<file path="src/rtl/fifo_rd_stream_40bit.sv">
// Read-side adapter for the 512x40 FIFO: issues pops, absorbs the RAM read latency,
// and re-presents words as a valid/ready stream. Beat counter: FIFO_RD_STREAM_BEAT_CNT_EN.
module fifo_rd_stream_40bit #(
    parameter int DW    = 40,
    parameter int DEPTH = 3,
    parameter int CW    = 16
) (
    input  logic          clk,
    input  logic          rst,
    input  logic          clr,
    input  logic          fifo_empty,
    output logic          fifo_re,
    input  logic [DW-1:0] fifo_dout,
    output logic          out_valid,
    input  logic          out_ready,
    output logic [DW-1:0] out_data,
    output logic [2:0]    occupancy
`ifdef FIFO_RD_STREAM_BEAT_CNT_EN
    ,
    output logic [CW-1:0] beat_cnt
`endif
);

    localparam int PW = $clog2(DEPTH);
    localparam logic [PW-1:0] LAST = PW'(DEPTH - 1);
    localparam logic [2:0] FULL = 3'(DEPTH);

    if (DEPTH < 2 || DEPTH > 4 || CW < 1) begin : g_bad_cfg
        $error("fifo_rd_stream_40bit: DEPTH must be 2..4 and CW >= 1");
    end

    logic [DW-1:0] mem [DEPTH];
    logic [PW-1:0] rd_ptr;
    logic [PW-1:0] wr_ptr;
    logic [2:0]    count;
    logic          pend;
    logic          pop;

    assign out_valid = (count != 3'd0);
    assign out_data  = mem[rd_ptr];
    assign occupancy = count;
    assign pop       = out_valid & out_ready;

    // Credit counts the in-flight word so a capture always has a free slot.
    assign fifo_re = rst & ~clr & ~fifo_empty
                   & ((count + {2'b00, pend}) < FULL);

    always_ff @(posedge clk) begin
        if (!rst || clr) begin
            rd_ptr <= '0;
            wr_ptr <= '0;
            count  <= '0;
            pend   <= 1'b0;
            if (!rst) begin
                for (int i = 0; i < DEPTH; i++) begin
                    mem[i] <= '0;
                end
            end
        end else begin
            pend <= fifo_re;
            if (pend) begin
                mem[wr_ptr] <= fifo_dout;
                wr_ptr      <= (wr_ptr == LAST) ? '0 : wr_ptr + 1'b1;
            end
            if (pop) begin
                rd_ptr <= (rd_ptr == LAST) ? '0 : rd_ptr + 1'b1;
            end
            count <= count + {2'b00, pend} - {2'b00, pop};
        end
    end

    overflow_chk: assert property (
        @(posedge clk) disable iff (!rst || clr)
        pend |-> (count < FULL)
    );

`ifdef FIFO_RD_STREAM_BEAT_CNT_EN
    always_ff @(posedge clk) begin
        if (!rst || clr) begin
            beat_cnt <= '0;
        end else if (pop) begin
            beat_cnt <= beat_cnt + 1'b1;
        end
    end
`endif

endmodule

</file>
<file path="config.mk">
export PLATFORM = sky130hd
export DESIGN_NAME = fifo_rd_stream_40bit
export DESIGN_NICKNAME = d
export VERILOG_FILES = /design/src/rtl/fifo_rd_stream_40bit.sv
export SDC_FILE = /design/constraint.sdc
export NUM_CORES = 1
export LEC_CHECK = 0
export CAP_MARGIN = 20
export CELL_PAD_IN_SITES_DETAIL_PLACEMENT = 0
export CELL_PAD_IN_SITES_GLOBAL_PLACEMENT = 1
export CORE_ASPECT_RATIO = 1.4
export CORE_MARGIN = 2
export CORE_UTILIZATION = 30
export DETAILED_ROUTE_END_ITERATION = 10
export PLACE_DENSITY_LB_ADDON = 0.1
export SKIP_LAST_GASP = 1
export SLEW_MARGIN = 0
export SYNTH_ARGS = -nofsm -noshare
export SYNTH_HDL_FRONTEND = slang
export SYNTH_SLANG_ARGS = --single-unit
</file>
<file path="constraint.sdc">
create_clock -name clk -period 5.2 [get_ports clk]
set_input_delay 0.78 -clock clk [delete_from_list [all_inputs] [get_ports clk]]
set_output_delay 0.78 -clock clk [all_outputs]
set_load 0.05 [all_outputs]
</file>
==> results of run 1 <==
## final cells by class
type	count	share of cell area
flip-flops and latches	170	0.5464
multi-input cells	191	0.2298
repair buffers	99	0.1053
clock buffers	24	0.05035
well taps	315	0.04299
inverters	42	0.01719
clock inverters	8	0.007915
## worst paths after layout
path,cells past startpoint,from,to,slack [ns]
hold reg to reg,2,rd_ptr[0],register,0.51
setup reg to reg,4,pend,mem[0][17],2.60
setup / recovery,4,rst,fifo_re,1.25
hold / removal,2,rd_ptr[0],register,0.51
## power by group through the flow
stage / clock network, mW / logic, mW / registers, mW
detailed placement: 0 / 0.263 / 1.57
global placement: 0 / 0.263 / 1.57
finish: 1.17 / 0.258 / 1.54
floorplan: 0 / 0.158 / 1.57
global route: 1.26 / 0.275 / 1.55
CTS: 1.21 / 0.264 / 1.54
## metrics by stage
| stage | std cells | setup WS, ns |
|---|---|---|
| floorplan | 439 | 0.3969 |
| global placement | 817 | 1.236 |
| detailed placement | 817 | 1.253 |
| CTS | 849 | 1.228 |
| global route | 849 | 1.114 |
| finish | 849 | 1.250 |
## worst max-delay path, stage by stage
cell and delay, ns:
clkdlybuf4s50_1 0.76, nand2b_1 0.24, a2111oi_0 0.49, clkdlybuf4s50_1 0.90
## flip-flops by register name, summed over array words and instances (netlist names), named ones only
signal / count
mem: 160
occupancy: 3
rd_ptr: 2
wr_ptr: 2
pend: 1
## layer usage
layer / vias up / routed length [um] / track usage
li1: 1854 / - / -
met1: 2128 / 7333 / 0.1765
met2: 93 / 9421 / 0.2550
met3: 14 / 756 / 0.03118
met4: 0 / 207 / 0.04837
met5: - / 0 / 0
## cell families (layout without fill, tap and decap cells)
family                     Yosys count  after routing  share of synthesized area
AOI/OAI and AO/OA                    8              8                   0.007256
xor gates and xnor gates             2              2                   0.004219
adders and majority gates            4              4                   0.006750
buffers and inverters               78            173                    0.04809
DFF                                170            170                     0.6750
muxes                               42             42                     0.1242
and+or+nand+nor                    135            135                     0.1345
## cell usage after synthesis, drive strengths merged
master   instances
ha               4
edfxtp         160
nand2            1
mux4            40
or3              1
o22ai            2
buf             16
or3b             1
a2111oi          2
or4bb            1
inv             42
clkbuf          20
nor2             4
xor2             1
nor3           120
nand2b           3
nand3b           3
o21ai            3
o31a             1
xnor3            1
dfxtp           10
mux2i            2
or4b             1
==> metrics.md, run 1 <==
| Metric | Value |
|---|---|
| Crit end category | `output pin` |
| GRT Overall Usage | `0.1455` |
| Longest Clk Path Bufs | `2` |
| DR iter-0 viols | `191` |
| Max Clk Rate | `0.2532 GHz` |
| Logic pwr share | `0.087` |
| First-pass GRT wire length | `approximately 27000 um` |
| Synth Register Bits | `170` |
| Clock root cell | `clkbuf_16` |
| Pre-antenna DRT Iters | `4` |
| Vias in the first global route | `about 4600` |
| Commonest non-fill, non-tap cells in the layout | `160 x edfxtp_1, 89 x clkdlybuf4s50_1, 60 x nor3_2, 60 x nor3_1, 42 x inv_1` |
| Seq pwr share | `0.519` |
| Final Hold Vio Count | `0` |
| Die Y | `about 190 um` |
| Sw power | `about 0.68 mW` |
| Filler Cells Inserted | `approximately 2300` |
| Hpwl dp | `9897 um` |
| Crit path kind | `in -> out` |
| Clk pwr share | `0.395` |
| Reg clk slew, reported paths | `0.06 ns` |
| Number of antenna violations at the first check in global routing | `0` |
| Die area | `0.02601 mm2` |
| H-Tree Depth | `4` |
| Area leader, netlist | `edfxtp_1` |
| Routed Antenna Nets | `0` |
| Syn Std Cell Area | `0.007415 mm2` |
| Worst Max-Slew Pin Slew | `0.9180 ns` |
| CP Data Required Time | `4.42 ns` |
| Layout cell share with drive strength beyond 1 | `0.2734` |
| NumNets Final | `570` |
| Initial core utilization | `0.3026` |
| Total placed instance area | `0.008635 mm2` |
| Core area | `0.02450 mm2` |
| IO Count | `90` |
| Avg Inst Size Synth | `16.89 um2` |
| Final instance area | `0.009169 mm2` |
| Cells after Synth | `439` |
| Type of origin of the critical path | `input port` |
| Post-route minimum period | `between 3 and 4 ns` |
| Worst hold-check path type | `reg -> reg` |
| Period utilisation layout | `0.7596` |
| I/O Buffers | `89` |
| Wirelength per Cell | `20.87 um` |
| Sw Ratio | `0.2300` |
| Clk_skew | `0.007099 ns` |
| Synthesized Nets | `488` |
| CTS tree | `yes` |
| LEAKAGE | `2.942 nW` |
| Post CTS Setup Buffer Count | `0` |
| Yosys Warn Count | `0` |
| Synth area leaders | `edfxtp_1 65%, mux4_2 12%, nor3_2 8.1%` |
| Critical path fanouts, max | `10` |
| Diodes inserted | `0` |
| Row count | `68` |
| Synth unique cells | `27` |
| Hold Slack | `0.5148 ns` |
| Setup violations, final | `0` |
| Cts-stage hold buffer count | `0` |
| Post-Route WL | `17720 um` |
| Seq/Total Area, Yosys | `0.6750` |
| Most common cell after layout, fill and taps aside | `edfxtp_1` |
| PwrDens | `324.5 mW/mm2` |
| Status | `complete, no violations` |
| Final setup TNS | `0 ns` |
| Via count of the routed design | `slightly above 4000` |
| Area Growth Syn to Fin | `23.66%` |
| CTS resizes | `0` |
| RSZ-0062 raised after global routing | `false` |
| Final core occ | `0.3742` |
| Top cell type's share of synthesized area | `0.6480` |
| MaxCap Viol Count | `0` |
| Routability congestion estimate | `~0.67` |
| Vias per cell | `4.816` |
| DRC errors left | `0` |
| Max-slew headroom | `0.3880` |
| Max rail drop VDD | `0.0002113 V` |
| Area of the multi-input gates | `0.002107 mm2` |
| WP data arrival | `about 3.2 ns` |
| Internal Power | `2.291 mW` |
| Total grt overflow | `0` |
| TritonCTS Buffers | `17` |
| Sink Count | `170` |
| Die W | `136.9 um` |
| Tot Pwr | `2.975 mW` |
| Clk Latency, worst-skew pair | `between 0.4 and 0.5 ns` |
| Largest net degree at the start of global routing | `46` |
| Count of pins over their slew limit | `0` |
| Sequential cell area | `0.005010 mm2` |
(Power assumes the default switching activity.)
==> run 2, diff against run 1 <==
Clock period 5.2 ns to 3.4 ns, I/O delays scaled along.
==> run 2 against run 1 <==
  * Cell area increased by 2.1%
  * Count of clock-buffer cells in the layout decreased by 5
  * Combinational power increased by 56%
  * Utilization increased by 0.79 points
  * Register-to-register slack got worse by 1.3 ns
  * Sequential share of layout area decreased by 1.1 points
  * Clock skew increased by 0.0057 ns
  * Critical endpoint is now out_data[18]
  * Largest cell class unchanged
==> metrics.md, run 2 (synthesis gave the netlist of run 1 again) <==
| Metric | Value |
|---|---|
| Layout cell share with drive strength beyond 1 | `0.2934` |
| Largest net degree at the start of global routing | `61` |
| Cts-stage hold buffer count | `0` |
| Max rail drop VDD | `around 0.00035 V` |
| Hpwl dp | `~10000 um` |
| WHS Endpoint | `wr_ptr[0]` |
| Reg with most FFs | `mem` |
| Count of pins over their slew limit | `0` |
| Reg2Reg Depth | `3` |
| Status | `complete, no violations` |
| Reg2reg start | `pend` |
| Worst reg2reg endpoint | `mem[0][8]` |
| Vias in the first global route | `~4600` |
| I/O Buffers | `89` |
| Routability congestion estimate | `0.6774` |
| Longest Clk Path Bufs | `2` |
| LEAKAGE | `3.030 nW` |
| Routed Antenna Nets | `0` |
| Final Hold Vio Count | `0` |
| Hold path start | `wr_ptr[0]` |
| Max Clk Rate | `0.3233 GHz` |
| TritonCTS Buffers | `17` |
| Logic pwr share | `0.085` |
| Worst hold-check path type | `reg -> reg` |
| Clk pwr share | `0.420` |
| Total grt overflow | `0` |
| Clk Latency, worst-skew pair | `0.44 ns` |
| Seq pwr share | `0.495` |
| Clk_skew | `around 0.013 ns` |
| Sw Ratio | `0.2326` |
| IO Count | `90` |
| H-Tree Depth | `4` |
| Die W | `roughly 140 um` |
| Worst Max-Slew Pin Slew | `0.8877 ns` |
| Max-slew headroom | `0.4082` |
| CP Data Required Time | `roughly 2.9 ns` |
| CTS resizes | `0` |
| CTS tree | `yes` |
| Die area | `0.02601 mm2` |
| Internal Power | `3.650 mW` |
| Commonest non-fill, non-tap cells in the layout | `160 x edfxtp_1, 88 x clkdlybuf4s50_1, 60 x nor3_2, 60 x nor3_1, 42 x inv_1` |
| Area Growth Syn to Fin | `26.26%` |
| Clock root cell | `clkbuf_16` |
| R2r setup slk | `approximately 1.3 ns` |
| Critical path fanouts, max | `17` |
| Sink Count | `170` |
| Type of origin of the critical path | `register` |
| GRT Overall Usage | `0.1436` |
| Hold Crit Depth | `2` |
| WP data arrival | `2.58 ns` |
| Post CTS Setup Buffer Count | `0` |
| Final setup TNS | `0 ns` |
| Core area | `around 0.025 mm2` |
| First-pass GRT wire length | `about 27000 um` |
| Row count | `68` |
| Flip-flop count of the largest register after layout | `160` |
| PwrDens | `508.0 mW/mm2` |
| Vias per cell | `4.744` |
| DR iter-0 viols | `205` |
| MaxCap Viol Count | `0` |
| Wirelength per Cell | `20.20 um` |
| Sw power | `1.106 mW` |
| Number of antenna violations at the first check in global routing | `0` |
| Pre-antenna DRT Iters | `4` |
| Reg clk slew, reported paths | `0.07 ns` |
| Diodes inserted | `0` |
| Via count of the routed design | `4066` |
| RSZ-0062 raised after global routing | `false` |
| Crit end category | `output pin` |
| Die Y | `190.0 um` |
| Post-route minimum period | `a little over 3 ns` |
| Crit path kind | `reg -> out` |
| Period utilisation layout | `0.9096` |
| Most common cell after layout, fill and taps aside | `edfxtp_1` |
| DRC errors left | `0` |
| Initial core utilization | `0.3026` |
| Final setup margin | `0.3073 ns` |
| Post-Route WL | `17310 um` |
| Worst slack, placed | `0.6920 ns` |
| Setup violations, final | `0` |
| NumNets Final | `between 500 and 600` |
run 2: cell types whose count changed in the layout (fill, tap and decap cells not counted), sizes merged:
cell,change
clkbuf,-5
buf,+9
inv,+3
bufinv,+2
clkdlybuf4s50,-1
run 2: worst max-delay path, stage by stage (launching register included):
cell	delay [ns]
dfxtp_4	0.59
buf_4	0.31
mux4_2	0.52
clkdlybuf4s50_1	0.71
run 2: worst max-delay path by stage:
stage	startpoint	endpoint	slack [ns]	cells after the start
after floorplan	rst	mem[3][0]	0.22	4
after global placement	register	out_data[27]	0.69	3
after detailed placement	register	out_data[27]	0.69	3
after CTS	register	out_data[27]	0.22	3
after global routing	register	out_data[19]	0.13	3
final	register	out_data[18]	0.31	3
run 2: cell type report:
type | instances | area, um2
fillers | 2313 | 15140
flip-flops and latches | 170 | 5010
multi-input cells | 191 | 2113
repair buffers | 107 | 1086
clock buffers | 19 | 432.9
well taps | 315 | 394.1
clock inverters | 13 | 167.7
inverters | 42 | 157.7
run 2: power groups by stage:
stage	Sequential, mW	Clock (mW)	Combinational, mW
5_1_grt	2.36	2.11	0.430
3_5_place_dp	2.40	0	0.412
4_1_cts	2.36	2.05	0.414
2_1_floorplan	2.40	0	0.244
6_report	2.36	2.00	0.403
3_3_place_gp	2.40	0	0.411
run 2: per-stage QoR:
step,instances,hold WS (ns),util,total power [mW],cell area [um2]
2_1_floorplan,439,0.4466,-,2.644,7428
3_3_place_gp,825,0.5037,0.3575,2.812,8761
3_5_place_dp,825,0.5080,0.3575,2.816,8761
4_1_cts,857,0.5184,0.3820,4.822,9361
5_1_grt,857,0.5425,0.3820,4.907,9361
6_report,857,0.5172,0.3820,4.756,9361
run 2: per-layer routing:
| layer | vias up | global-route usage | routed length (um) | share of wire |
|---|---|---|---|---|
| met5 | - | 0 | 0 | 0 |
| met4 | 0 | 0.04639 | 271 | 0.016 |
| met3 | 17 | 0.02984 | 474 | 0.027 |
| met2 | 69 | 0.2550 | 9284 | 0.54 |
| met1 | 2108 | 0.1722 | 7283 | 0.42 |
| li1 | 1872 | - | - | - |
==> run 3, diff against run 2 <==
Settings changed: SKIP_LAST_GASP 1 to unset.
==> results of run 3 <==
Final layout, timing and power as in run 2 (identical DEF).
